--- config.mk ---
export PLATFORM = sky130hd
export DESIGN_NAME = switch_conditioner
export DESIGN_NICKNAME = d
export VERILOG_FILES = /design/src/rtl/cpuConfig.sv /design/src/rtl/switch_debounce.sv /design/src/rtl/switch_conditioner.sv
export SDC_FILE = /design/constraint.sdc
export NUM_CORES = 1
export LEC_CHECK = 0
export BUFFER_PORTS_ARGS = -buffer_cell sky130_fd_sc_hd__buf_2
export CAP_MARGIN = 20
export CORE_ASPECT_RATIO = 0.7
export CORE_MARGIN = 2
export CORE_UTILIZATION = 30
export CTS_CLUSTER_DIAMETER = 120
export DETAILED_ROUTE_END_ITERATION = 6
export PLACE_DENSITY = 0.6
export SETUP_SLACK_MARGIN = 0.3
export SLEW_MARGIN = 30
export SYNTH_ARGS = -nofsm -noshare
export SYNTH_HDL_FRONTEND = slang
export SYNTH_SLANG_ARGS = --single-unit
export TNS_END_PERCENT = 10
--- constraint.sdc ---
create_clock -name clk -period 4 [get_ports clk]
set_clock_uncertainty 0.15 [all_clocks]
set_input_delay 0.4 -clock clk [delete_from_list [all_inputs] [get_ports clk]]
set_output_delay 0.4 -clock clk [all_outputs]
set_load 0.05 [all_outputs]
--- src/rtl/cpuConfig.sv ---
// Shared configuration for the picoMIPS core and its board-facing input stage.
package cpuConfig;
  localparam int N         = 8;
  localparam int SW_WIDTH  = 10;
  localparam int HS_BIT    = 8;
  localparam int DB_CYCLES = 16;

  typedef enum logic {
    EMPTY = 1'b0,
    FULL  = 1'b1
  } hsState_t;
endpackage

--- src/rtl/switch_debounce.sv ---
// Single-bit two-flop synchroniser followed by a consecutive-sample debouncer.
// rise flags the first cycle in which the debounced level reads high.
module switch_debounce #(
  parameter int DB_CYCLES = 16,
  parameter int DB_CNT_W  = $clog2(DB_CYCLES)
) (
  input  logic clk,
  input  logic reset,
  input  logic in,
  output logic out,
  output logic rise
);
  localparam logic [DB_CNT_W-1:0] CNT_LAST = DB_CNT_W'(DB_CYCLES - 1);

  logic                sync1_q, sync2_q;
  logic                db_q, db_prev_q;
  logic [DB_CNT_W-1:0] cnt_q;

  always_ff @(posedge clk) begin
    if (reset) begin
      sync1_q   <= 1'b0;
      sync2_q   <= 1'b0;
      db_q      <= 1'b0;
      db_prev_q <= 1'b0;
      cnt_q     <= '0;
    end else begin
      sync1_q   <= in;
      sync2_q   <= sync1_q;
      db_prev_q <= db_q;
      // Any sample that agrees with the debounced level restarts the run.
      if (sync2_q == db_q) begin
        cnt_q <= '0;
      end else if (cnt_q == CNT_LAST) begin
        db_q  <= sync2_q;
        cnt_q <= '0;
      end else begin
        cnt_q <= cnt_q + 1'b1;
      end
    end
  end

  assign out  = db_q;
  assign rise = db_q & ~db_prev_q;
endmodule

--- src/rtl/switch_conditioner.sv ---
// Board switch input stage: synchronises all lines, debounces the handshake
// switch and captures the data switches with a valid/consume handshake.
//   state | meaning
//   EMPTY | no unconsumed capture, dataValid=0
//   FULL  | dataOut holds a capture the core has not consumed, dataValid=1
module switch_conditioner
  import cpuConfig::*;
#(
  parameter int N         = cpuConfig::N,
  parameter int SW_WIDTH  = cpuConfig::SW_WIDTH,
  parameter int HS_BIT    = cpuConfig::HS_BIT,
  parameter int DB_CYCLES = cpuConfig::DB_CYCLES,
  parameter int DB_CNT_W  = $clog2(DB_CYCLES)
) (
  input  logic                clk,
  input  logic                reset,
  input  logic [SW_WIDTH-1:0] switchesRaw,
  output logic [SW_WIDTH-1:0] switchesOut,
  output logic [N-1:0]        dataOut,
  output logic                dataValid,
  input  logic                dataConsume,
  output logic                pressStrobe,
  output logic                overrun
);
  logic [SW_WIDTH-1:0] sw_sync;
  logic                hs_db, hs_rise;
  hsState_t            state_q;
  logic [N-1:0]        data_q;
  logic                strobe_q, overrun_q;

  switch_debounce #(
    .DB_CYCLES(DB_CYCLES),
    .DB_CNT_W (DB_CNT_W)
  ) u_hs_debounce (
    .clk  (clk),
    .reset(reset),
    .in   (switchesRaw[HS_BIT]),
    .out  (hs_db),
    .rise (hs_rise)
  );

  for (genvar i = 0; i < SW_WIDTH; i++) begin : g_sw
    if (i == HS_BIT) begin : g_hs
      assign sw_sync[i] = hs_db;
    end else begin : g_sync
      logic s1_q, s2_q;
      always_ff @(posedge clk) begin
        if (reset) begin
          s1_q <= 1'b0;
          s2_q <= 1'b0;
        end else begin
          s1_q <= switchesRaw[i];
          s2_q <= s1_q;
        end
      end
      assign sw_sync[i] = s2_q;
    end
  end

  // Capture uses the synced data present in the cycle the debounced level rises.
  always_ff @(posedge clk) begin
    if (reset) begin
      state_q   <= EMPTY;
      data_q    <= '0;
      strobe_q  <= 1'b0;
      overrun_q <= 1'b0;
    end else begin
      strobe_q <= hs_rise;
      case (state_q)
        EMPTY: begin
          if (hs_rise) begin
            data_q  <= sw_sync[N-1:0];
            state_q <= FULL;
          end
        end
        FULL: begin
          if (hs_rise && dataConsume) begin
            data_q <= sw_sync[N-1:0];
          end else if (hs_rise) begin
            overrun_q <= 1'b1;
          end else if (dataConsume) begin
            state_q <= EMPTY;
          end
        end
      endcase
    end
  end

  assign switchesOut = sw_sync;
  assign dataOut     = data_q;
  assign dataValid   = (state_q == FULL);
  assign pressStrobe = strobe_q;
  assign overrun     = overrun_q;
endmodule

==> impl_metrics.env <==
export IMPL_ys_warn_count=0
export IMPL_row_count=19
export IMPL_syn_inst=121
export IMPL_startpoint_type="flop"
export IMPL_die_h_um=57.60
export IMPL_clkSinkCount=37
export IMPL_synth_common_cells="37 x dfxtp_1, 23 x nor2b_1, 10 x a21oi_1, 10 x buf_4, 9 x nand3_1"
export IMPL_hold_class="in2reg"
export IMPL_syn_to_final_growth_pct=19.72
export IMPL_dp_cells=189
export IMPL_finalHoldViolCount=0
export IMPL_ir_worst_vdd_mv=0.3023
export IMPL_switching_share=0.2048
export IMPL_synthArstFlopShare=0
export IMPL_relSlewSlack=0.5697
export IMPL_ys_types=17
export IMPL_fin_cells=197
export IMPL_cts_clk_slew_worst_paths_ns=0.07
export IMPL_holdPathStages=2
export IMPL_p_seq_frac=0.525
export IMPL_cts_hold_buf=0
export IMPL_critPathRequiredTime_ns=3.45
export IMPL_antennaDiodeCount=0
export IMPL_synth_avg_cell_area_um2=10.18
export IMPL_yosysSeqAreaShare=0.6016
export IMPL_crit_slowest_cell="dfxtp_1"
export IMPL_vias=817
export IMPL_layout_nets=158
export IMPL_vias_per_cell=4.147
export IMPL_multi_input_area_um2=384.1
export IMPL_core_um2=3923
export IMPL_drv_cap=0
export IMPL_cts_root_buf="clkbuf_8"
export IMPL_worst_slew_pin_slew_ns=0.6441
export IMPL_fillers=392
export IMPL_post_cts_resized=0
export IMPL_hp_start="switchesRaw[6]"
export IMPL_synth_edf_count=0
export IMPL_routedWlPerCell_um=10.37
export IMPL_path_cells="buf_2"
export IMPL_ant_nets=0
export IMPL_drt_iter0_drc=21
export IMPL_clock_path_buffers=2
export IMPL_cp_slowest_stage_delay_ns=0.41
export IMPL_reg2reg_to="dataOut[7]"
export IMPL_clkPwrFrac=0.428
export IMPL_slew_violations=0
export IMPL_drive_gt1_frac=0.2897
export IMPL_portBuffers=33
export IMPL_min_period_ns=1.543
export IMPL_cts_tree="built"
export IMPL_synthesis_nets=135
export IMPL_grt_max_degree=35
export IMPL_rr_worst_depth=3
export IMPL_grt_setup_unrepaired="no"
export IMPL_cp_data_arrival_time_ns=0.99
export IMPL_crit_reg2reg_launch="u_hs_debounce.out"
export IMPL_dieArea_um2=4641
export IMPL_min_period_over_period=0.3858
export IMPL_min_to="g_sw[6].g_sync.s1_q"
export IMPL_cts_setup_buffers=0
export IMPL_setup_violations=0
export IMPL_drcViolationCount=0
export IMPL_p_leak_nw=0.6277
export IMPL_synth_area_leaders="dfxtp_1 60%, nor2b_1 12%, buf_4 6.1%"
export IMPL_path_delay_family="flip-flops"
export IMPL_status="complete, no violations"
export IMPL_setup_worst_path_end_class="primary output"
export IMPL_hold_ws_ns=0.1806
export IMPL_critPathBufInv=1
export IMPL_reg2reg_slack_ns=2.48
export IMPL_path_max_fanout=6
export IMPL_clk_latency_ns=0.27
export IMPL_yosys_area_top_type="dfxtp_1"
export IMPL_gr_total_overflow=0
export IMPL_drtPass1Iterations=4
export IMPL_pwr_share_comb=0.047
export IMPL_yosysMostFrequentCell="dfxtp_1"
export IMPL_fmax_ghz=0.6480
export IMPL_numCtsBuffers=5
export IMPL_track_usage=0.09331
export IMPL_finalSetupTns_ns=0
export IMPL_path_class="reg2out"
export IMPL_gp_congestion=0.7044
export IMPL_synth_seq_cells=37
export IMPL_power_density_nw_per_um2=491.7
export IMPL_start_util=0.3139
export IMPL_cts_htree_levels=2
export IMPL_antenna_found_initial=0
export IMPL_pin_count=34
export IMPL_p_int_mw=0.5763
export IMPL_synth_ff_type="dfxtp_1"
export IMPL_die_x_um=80.57
export IMPL_synth_top_area_frac=0.6016
export IMPL_grt_first_pass_wirelength_um=3194
export IMPL_synth_area_um2=1231
export IMPL_wirelength_um=2043
export IMPL_ff_latch_area_um2=740.7
export IMPL_p_switching_mw=0.1484
export IMPL_first_global_vias=758
[layout make-up]
type / count / area share
flip-flops and latches: 37 / 0.5025
clock inverters: 3 / 0.03141
repair buffers: 33 / 0.1121
well taps: 52 / 0.04414
clock buffers: 5 / 0.04669
multi-input cells: 66 / 0.2606
inverters: 1 / 0.002547
[power groups by stage]
| stage | Combinational [mW] | Sequential [mW] | Clock [mW] |
|---|---|---|---|
| 3_5_place_dp | 0.0345 | 0.389 | 0 |
| 4_1_cts | 0.0345 | 0.381 | 0.319 |
| 2_1_floorplan | 0.0291 | 0.389 | 0 |
| 6_report | 0.0340 | 0.381 | 0.310 |
| 3_3_place_gp | 0.0339 | 0.389 | 0 |
| 5_1_grt | 0.0367 | 0.382 | 0.331 |
[placed cells by master, fill, tap and decap left out, types with 2 or more instances in the layout]
cell type and instances:
nor2b_1 23, o21ai_0 8, nand2b_1 2, xnor2_1 2
a21oi_1 10, buf_2 33, dfxtp_1 37, clkbuf_8 5
nand3_1 9, nor2_1 7
[routing by layer]
layer  global-route usage  routed length [um]  vias to the layer above
met1               0.1094                 968                      370
met2               0.1536                 979                       20
met3              0.02848                  78                        2
met4              0.05085                  16                        0
li1                     -                   -                      425
met5                    0                   0                        -
[flip-flops by register name, indices dropped and copies added, names as in the netlist]
name and flops:
u_hs_debounce.out 1, u_hs_debounce.db_prev_q 1, pressStrobe 1, u_hs_debounce.sync2_q 1
g_sw.g_sync.s1_q 9, u_hs_debounce.sync1_q 1, u_hs_debounce.cnt_q 4, dataValid 1
g_sw.g_sync.s2_q 9, dataOut 8, overrun 1
[stage by stage]
step	setup WS (ns)	util	area (um^2)	power, mW
6_report	2.457	0.3758	1474	0.7248
5_1_grt	2.301	0.3758	1474	0.7489
2_1_floorplan	2.516	-	1231	0.4177
4_1_cts	2.431	0.3758	1474	0.7347
3_3_place_gp	2.492	0.3464	1359	0.4232
3_5_place_dp	2.446	0.3464	1359	0.4239
[how the worst max path moves through the flow]
stage	from	slack, ns	to	cells past startpoint
CTS	u_hs_debounce.out	2.43	dataOut[4]	3
floorplan	dataValid	2.52	dataOut[2]	4
finish	u_hs_debounce.out	2.46	switchesOut[8]	1
global route	u_hs_debounce.out	2.30	dataOut[7]	3
global placement	dataConsume	2.49	dataOut[4]	4
detailed placement	u_hs_debounce.out	2.45	dataOut[4]	3
[cell families after synthesis]
| group | share of synthesized area |
|---|---|
| and+or+nand+nor | 0.1992 |
| DFF | 0.6016 |
| AOI/OAI and AO/OA | 0.07317 |
| buffers and inverters | 0.08637 |
| xor gates and xnor gates | 0.02135 |
| muxes | 0.008130 |
| adders and majority gates | 0.01016 |
No activity file was read; power rests on OpenSTA's default activity.
